## src/rtl/compile_coordinator.sv

```systemverilog
// -----------------------------------------------------------------------------
// compile_coordinator
//
// Coordinates an iterative-deepening search over sequence lengths. The host
// requests a search up to host_max_length. For each length 1..max the block
// pulses gen_start to an external sequence generator. It watches the stream
// of error results and tracks the lowest error seen, the length that produced
// it and its 0-based result ordinal. The search stops early once a result is
// at or below host_threshold. Results still in flight for that length are
// drained, up to the generator's gen_complete.
//
// Optional feature (macro COMPILE_COORDINATOR_TIMEOUT_EN):
//   A per-length watchdog. It is cleared in LAUNCH and counts every RUN/DRAIN
//   cycle. When it reaches TIMEOUT_CYCLES it sets host_timed_out and ends the
//   search, keeping the best_* values gathered so far. When the macro is not
//   defined there is no watchdog, host_timed_out is tied low, and RUN/DRAIN
//   wait for the generator indefinitely.
//
// Ports:
//   clk, reset        clock, synchronous active-high reset
//   host_start        single-cycle search request (honoured only in IDLE)
//   host_max_length   longest sequence length to try (0 = empty search)
//   host_threshold    acceptable error; error <= threshold ends the search
//   host_busy         high while not IDLE
//   host_done         single-cycle completion pulse
//   host_found        a result met the threshold
//   host_timed_out    search aborted by the watchdog
//   best_error        lowest error seen (all-ones when none)
//   best_length       length that produced best_error
//   best_seq_id       0-based result ordinal of best_error
//   gen_start         start pulse to the sequence generator
//   gen_max_length    length currently driven to the generator
//   gen_complete      generator finished the current length
//   result_valid      one error result is present this cycle
//   result_error      error value of that result
// -----------------------------------------------------------------------------
module compile_coordinator #(
    parameter int SEQ_INDEX_BITS = 5,
    parameter int ERROR_BITS     = 19,
    parameter int TIMEOUT_CYCLES = 1048576
) (
    input  logic                      clk,
    input  logic                      reset,
    input  logic                      host_start,
    input  logic [SEQ_INDEX_BITS-1:0] host_max_length,
    input  logic [ERROR_BITS-1:0]     host_threshold,
    output logic                      host_busy,
    output logic                      host_done,
    output logic                      host_found,
    output logic                      host_timed_out,
    output logic [ERROR_BITS-1:0]     best_error,
    output logic [SEQ_INDEX_BITS-1:0] best_length,
    output logic [31:0]               best_seq_id,
    output logic                      gen_start,
    output logic [SEQ_INDEX_BITS-1:0] gen_max_length,
    input  logic                      gen_complete,
    input  logic                      result_valid,
    input  logic [ERROR_BITS-1:0]     result_error
);

    typedef enum logic [2:0] {
        IDLE   = 3'd0,
        LAUNCH = 3'd1,
        RUN    = 3'd2,
        DRAIN  = 3'd3,
        NEXT   = 3'd4,
        FINISH = 3'd5
    } state_t;

    state_t                    state_q, state_d;
    logic [SEQ_INDEX_BITS-1:0] max_len_q, max_len_d;
    logic [SEQ_INDEX_BITS-1:0] cur_len_q, cur_len_d;
    logic [SEQ_INDEX_BITS-1:0] best_len_q, best_len_d;
    logic [ERROR_BITS-1:0]     thr_q, thr_d;
    logic [ERROR_BITS-1:0]     best_err_q, best_err_d;
    logic [31:0]               seq_id_q, seq_id_d;
    logic [31:0]               best_id_q, best_id_d;
    logic                      found_q, found_d;
    logic                      done_q, done_d;
    logic                      gen_start_q, gen_start_d;

    // Shared with the optional watchdog.
    logic                      clr_timeout;
    logic                      wd_expire;

    // -------------------------------------------------------------------------
    // Next-state / datapath logic
    // -------------------------------------------------------------------------
    always_comb begin
        state_d     = state_q;
        max_len_d   = max_len_q;
        cur_len_d   = cur_len_q;
        best_len_d  = best_len_q;
        thr_d       = thr_q;
        best_err_d  = best_err_q;
        seq_id_d    = seq_id_q;
        best_id_d   = best_id_q;
        found_d     = found_q;
        done_d      = 1'b0;
        gen_start_d = 1'b0;
        clr_timeout = 1'b0;

        unique case (state_q)
            IDLE: begin
                if (host_start) begin
                    clr_timeout = 1'b1;
                    found_d     = 1'b0;
                    if (host_max_length != '0) begin
                        max_len_d  = host_max_length;
                        thr_d      = host_threshold;
                        cur_len_d  = SEQ_INDEX_BITS'(1);
                        best_err_d = '1;
                        best_len_d = '0;
                        best_id_d  = '0;
                        seq_id_d   = '0;
                        state_d    = LAUNCH;
                    end else begin
                        // Empty search: answer immediately, best_* untouched.
                        done_d = 1'b1;
                    end
                end
            end

            LAUNCH: begin
                state_d = RUN;
            end

            RUN: begin
                if (result_valid) begin
                    seq_id_d = seq_id_q + 32'd1;
                    // Strictly-less keeps the earliest result on ties.
                    if (result_error < best_err_q) begin
                        best_err_d = result_error;
                        best_len_d = cur_len_q;
                        best_id_d  = seq_id_q;
                    end
                    if (result_error <= thr_q) begin
                        found_d = 1'b1;
                        state_d = gen_complete ? NEXT : DRAIN;
                    end else if (gen_complete) begin
                        state_d = NEXT;
                    end
                end else if (gen_complete) begin
                    state_d = NEXT;
                end
                if (wd_expire) begin
                    state_d = FINISH;
                end
            end

            DRAIN: begin
                // Late results from the current length are discarded.
                if (gen_complete) begin
                    state_d = NEXT;
                end
                if (wd_expire) begin
                    state_d = FINISH;
                end
            end

            NEXT: begin
                if (found_q || (cur_len_q == max_len_q)) begin
                    state_d = FINISH;
                end else begin
                    cur_len_d = cur_len_q + SEQ_INDEX_BITS'(1);
                    state_d   = LAUNCH;
                end
            end

            FINISH: begin
                state_d = IDLE;
            end

            default: begin
                state_d = IDLE;
            end
        endcase

        // Both pulses are registered so they coincide with the LAUNCH and
        // FINISH cycles respectively (or the cycle after an empty request).
        gen_start_d = (state_d == LAUNCH);
        done_d      = done_d | (state_d == FINISH);
    end

    // -------------------------------------------------------------------------
    // State registers
    // -------------------------------------------------------------------------
    always_ff @(posedge clk) begin
        if (reset) begin
            state_q     <= IDLE;
            max_len_q   <= '0;
            cur_len_q   <= '0;
            best_len_q  <= '0;
            thr_q       <= '0;
            best_err_q  <= '1;
            seq_id_q    <= '0;
            best_id_q   <= '0;
            found_q     <= 1'b0;
            done_q      <= 1'b0;
            gen_start_q <= 1'b0;
        end else begin
            state_q     <= state_d;
            max_len_q   <= max_len_d;
            cur_len_q   <= cur_len_d;
            best_len_q  <= best_len_d;
            thr_q       <= thr_d;
            best_err_q  <= best_err_d;
            seq_id_q    <= seq_id_d;
            best_id_q   <= best_id_d;
            found_q     <= found_d;
            done_q      <= done_d;
            gen_start_q <= gen_start_d;
        end
    end

    // -------------------------------------------------------------------------
    // Optional per-length watchdog
    // -------------------------------------------------------------------------
`ifdef COMPILE_COORDINATOR_TIMEOUT_EN
    localparam int WD_BITS = $clog2(TIMEOUT_CYCLES + 1);

    logic [WD_BITS-1:0] wd_q, wd_d;
    logic               timed_out_q, timed_out_d;
    logic               wd_active;

    assign wd_active = (state_q == RUN) || (state_q == DRAIN);
    // This cycle is the TIMEOUT_CYCLES-th counted cycle of the length.
    assign wd_expire = wd_active && (wd_q == WD_BITS'(TIMEOUT_CYCLES - 1));

    always_comb begin
        wd_d        = wd_q;
        timed_out_d = timed_out_q;
        if (state_q == LAUNCH) begin
            wd_d = '0;
        end else if (wd_active) begin
            wd_d = wd_q + WD_BITS'(1);
        end
        if (clr_timeout) begin
            timed_out_d = 1'b0;
        end
        if (wd_expire) begin
            timed_out_d = 1'b1;
        end
    end

    always_ff @(posedge clk) begin
        if (reset) begin
            wd_q        <= '0;
            timed_out_q <= 1'b0;
        end else begin
            wd_q        <= wd_d;
            timed_out_q <= timed_out_d;
        end
    end

    assign host_timed_out = timed_out_q;
`else
    logic unused_cfg;

    assign wd_expire      = 1'b0;
    assign host_timed_out = 1'b0;
    assign unused_cfg     = clr_timeout ^ (TIMEOUT_CYCLES != 0);
`endif

    // -------------------------------------------------------------------------
    // Outputs
    // -------------------------------------------------------------------------
    assign host_busy      = (state_q != IDLE);
    assign host_done      = done_q;
    assign host_found     = found_q;
    assign best_error     = best_err_q;
    assign best_length    = best_len_q;
    assign best_seq_id    = best_id_q;
    assign gen_start      = gen_start_q;
    assign gen_max_length = cur_len_q;

endmodule

```

## config.mk

```make
export PLATFORM = sky130hd
export DESIGN_NAME = compile_coordinator
export DESIGN_NICKNAME = d
export VERILOG_FILES = /design/src/rtl/compile_coordinator.sv
export SDC_FILE = /design/constraint.sdc
export NUM_CORES = 1
export LEC_CHECK = 0
export CORE_ASPECT_RATIO = 1.5
export CORE_MARGIN = 2
export CORE_UTILIZATION = 53
export DETAILED_ROUTE_END_ITERATION = 10
export PLACE_DENSITY = 0.81
export SYNTH_ARGS = -nofsm -noshare
export SYNTH_HDL_FRONTEND = slang
export SYNTH_SLANG_ARGS = --single-unit
```

## constraint.sdc

```tcl
create_clock -name clk -period 3.6 [get_ports clk]
set_input_delay 1.08 -clock clk [delete_from_list [all_inputs] [get_ports clk]]
set_output_delay 1.08 -clock clk [all_outputs]
set_load 0.01 [all_outputs]
```

==> summary.md <==
| Metric | Value |
|---|---|
| Vias per cell | `5.78` |
| Residual DRC | `0` |
| Static Leak | `0.00295 µW` |
| Flops & latches, synth | `123` |
| Setup-failing EPs final | `0` |
| Die Footprint | `12500 µm²` |
| Top FF cell, synth | `dfxtp_1` |
| Synth area leaders | `dfxtp_1 (40%), ha_1 (8.0%), a21oi_1 (6.4%)` |
| Worst-path clk slew | `0.05 ns` |
| Largest net degree at the start of global routing | `46` |
| Type of the worst setup path | `in -> reg` |
| Layout net count | `928` |
| CTS Sinks | `123` |
| Area grow syn2layout | `29.3%` |
| Most frequent cells in the layout | `dfxtp_1 (123), clkdlybuf4s50_1 (111), a21oi_1 (78), nand2_1 (68), nor2_1 (60)` |
| Fillers | `905` |
| Rows | `48` |
| Hold slack | `0.455 ns` |
| Final Util | `0.696` |
| Number of synthesized flops with an enable pin | `0` |
| CTS tree | `yes` |
| Post-DRT Antenna Nets | `0` |
| Max FO, Critical Path | `3` |
| Via count | `5771` |
| Detailed Route WL | `16.0 mm` |
| Overall routing resource usage | `0.261` |
| Post CTS Setup Buffer Count | `0` |
| Total number of H-tree levels | `4` |
| Commonest non-fill, non-tap cell in the layout | `dfxtp_1` |
| Slack of the worst reg-to-reg path | `1.17 ns` |
| Pins Over Slew Limit | `0` |
| Syn Std Cell Area | `6140 µm²` |
| Hold Crit Depth | `2` |
| Worst IR drop on VDD | `0.363 mV` |
| Clock Root Buffer | `clkbuf_16` |
| Clock skew | `0.00727 ns` |
| Total gr overflow | `0` |
| First-pass GRT wire length | `26.1 mm` |
| Synth warn | `0` |
| Setup crit start kind | `input port` |
| Core Box Area | `11400 µm²` |
| CTS buffer count | `17` |
| Port-buffer cells | `112` |
| RSZ-0062 raised after global routing | `false` |
| Cts-stage hold buffer count | `0` |
| I/O pin count | `114` |
| Max Cap Viol | `0` |
| Routed length per instance | `16.0 µm` |
| Type of the most critical hold path | `reg -> reg` |
| Hold Crit Endpoint | `thr_q[15]$_SDFFE_PP0P_` |
| Layout cell share with drive strength beyond 1 | `0.0660` |
| Worst reg2reg path startpoint | `thr_q[8]$_SDFFE_PP0P_` |
| Worst skew pair latency | `0.41 ns` |
| Starting Density | `0.538` |
| Final period utilization | `0.905` |
| Die Ht | `136 µm` |
| Power Density | `446 nW/µm²` |
| R2R Path End | `state_q[0]$_SDFF_PP0_` |
| Slew @ Worst Pin | `0.922 ns` |
| Crit end category | `register` |
| Max transition margin | `0.377` |
| Unique masters post-synth | `52` |
| Max Clk Rate | `307 MHz` |
| Hold path startpoint | `thr_q[15]$_SDFFE_PP0P_` |
| DR iter-0 viols | `256` |
| Worst EP required | `3.93 ns` |
| Largest area contributor in the netlist | `dfxtp_1` |
| CP arrival | `3.59 ns` |
| Sequential area share after synthesis | `0.401` |
| Post-Syn Nets | `828` |
| Drt first pass iters | `5` |
| Status | `finished clean` |
| Synthesized area per cell | `8.28 µm²` |
| Vias in the first global route | `5727` |
| Reg2reg path depth | `9` |
| Post-CTS sizing | `0` |
| Final Hold Fails | `0` |
| Area share of the largest cell type after synthesis | `0.401` |
| Cell count after synthesis | `741` |
| Clk buf depth | `2` |
| Min Tclk post-route | `3.26 ns` |
| Asr flop ratio synth | `0` |
| HPWL after DPL | `11.2 mm` |
| Initial antenna violation count | `0` |
| Die width | `91.9 µm` |
| Final GP Congestion | `0.788` |
| Multi-input gate area | `3260 µm²` |
| # diodes | `0` |
| Register area | `2460 µm²` |
## cell families after synthesis
family / count (synthesis) / synth area share
simple gates: 266 / 0.208
compound gates: 162 / 0.164
flops: 123 / 0.401
buf+inv: 98 / 0.0685
fa+ha+maj: 39 / 0.0795
xor+xnor: 32 / 0.0457
mux: 20 / 0.0326
other cells: 1 / 0.000611
## layout make-up
type	instances	area share
multi-input combinational	520	0.410
sequential	123	0.310
timing repair buffer	131	0.163
clock buffer	23	0.0615
tap	150	0.0236
inverter	48	0.0227
clock inverter	3	0.00820
## Yosys cell counts, drive strengths merged, types with 5 or more instances
cell and number:
dfxtp 123, xnor2 28, buf 27, o211ai 37
ha 39, mux2i 20, nor2 61, inv 48
nor3 40, o21ai 19, clkbuf 23, nand2 68
nand3 55, a211oi 5, nand4 8, a21oi 78
or3 8, nor4 5, nand2b 5
## metrics by stage
stage               setup slack (ns)  instance area [µm²]  instances  power, µW  setup TNS (ns)
global placement             -0.0184                 7380        972       1920         -0.0184
finish                         0.340                 7940        998       3540               0
detailed placement           -0.0442                 7380        972       1940         -0.0442
global route                   0.259                 7940        998       3670               0
CTS                            0.351                 7940        998       3550               0
floorplan                      0.750                 6140        741       1760               0
## state kept, by name, summed over array words and instances, names as in the netlist
name            count
seq_id_q           32
host_found          1
thr_q              19
gen_max_length      5
best_seq_id        32
gen_start           1
state_q             3
best_error         19
max_len_q           5
host_done           1
best_length         5
## where the power goes
group          leakage (µW)  internal [µW]  switching, µW  total, µW
Sequential         0.000996           1400           34.7       1440
Clock              0.000273           1070            556       1620
Combinational       0.00168            207            274        481
Total               0.00295           2680            865       3540
## critical path, cell delays in order
cell and delay [ns]:
clkdlybuf4s50_1 0.48, ha_1 0.37, a211oi_1 0.29, nor2_1 0.09, a2111oi_0 0.56, buf_4 0.21
o41ai_1 0.09, a211o_1 0.27, a31oi_1 0.15
## per-layer routing
metal  global-route usage  part of all wire
met1                0.278              0.38
met4                0.124             0.028
met3               0.0518             0.047
met5                    0                 0
met2                0.487              0.54
## how the worst max path moves through the flow
| stage | startpoint | endpoint | depth (start not counted) |
|---|---|---|---|
| after floorplan | result_error[6] | best_seq_id[26]$_SDFFE_PP0P_ | 9 |
| after global placement | result_error[4] | state_q[0]$_SDFF_PP0_ | 9 |
| after detailed placement | result_error[8] | state_q[0]$_SDFF_PP0_ | 9 |
| after CTS | result_error[8] | state_q[0]$_SDFF_PP0_ | 9 |
| after global routing | result_error[8] | state_q[0]$_SDFF_PP0_ | 9 |
| final | result_error[8] | state_q[0]$_SDFF_PP0_ | 9 |
Power figures use the tool's default switching activity.
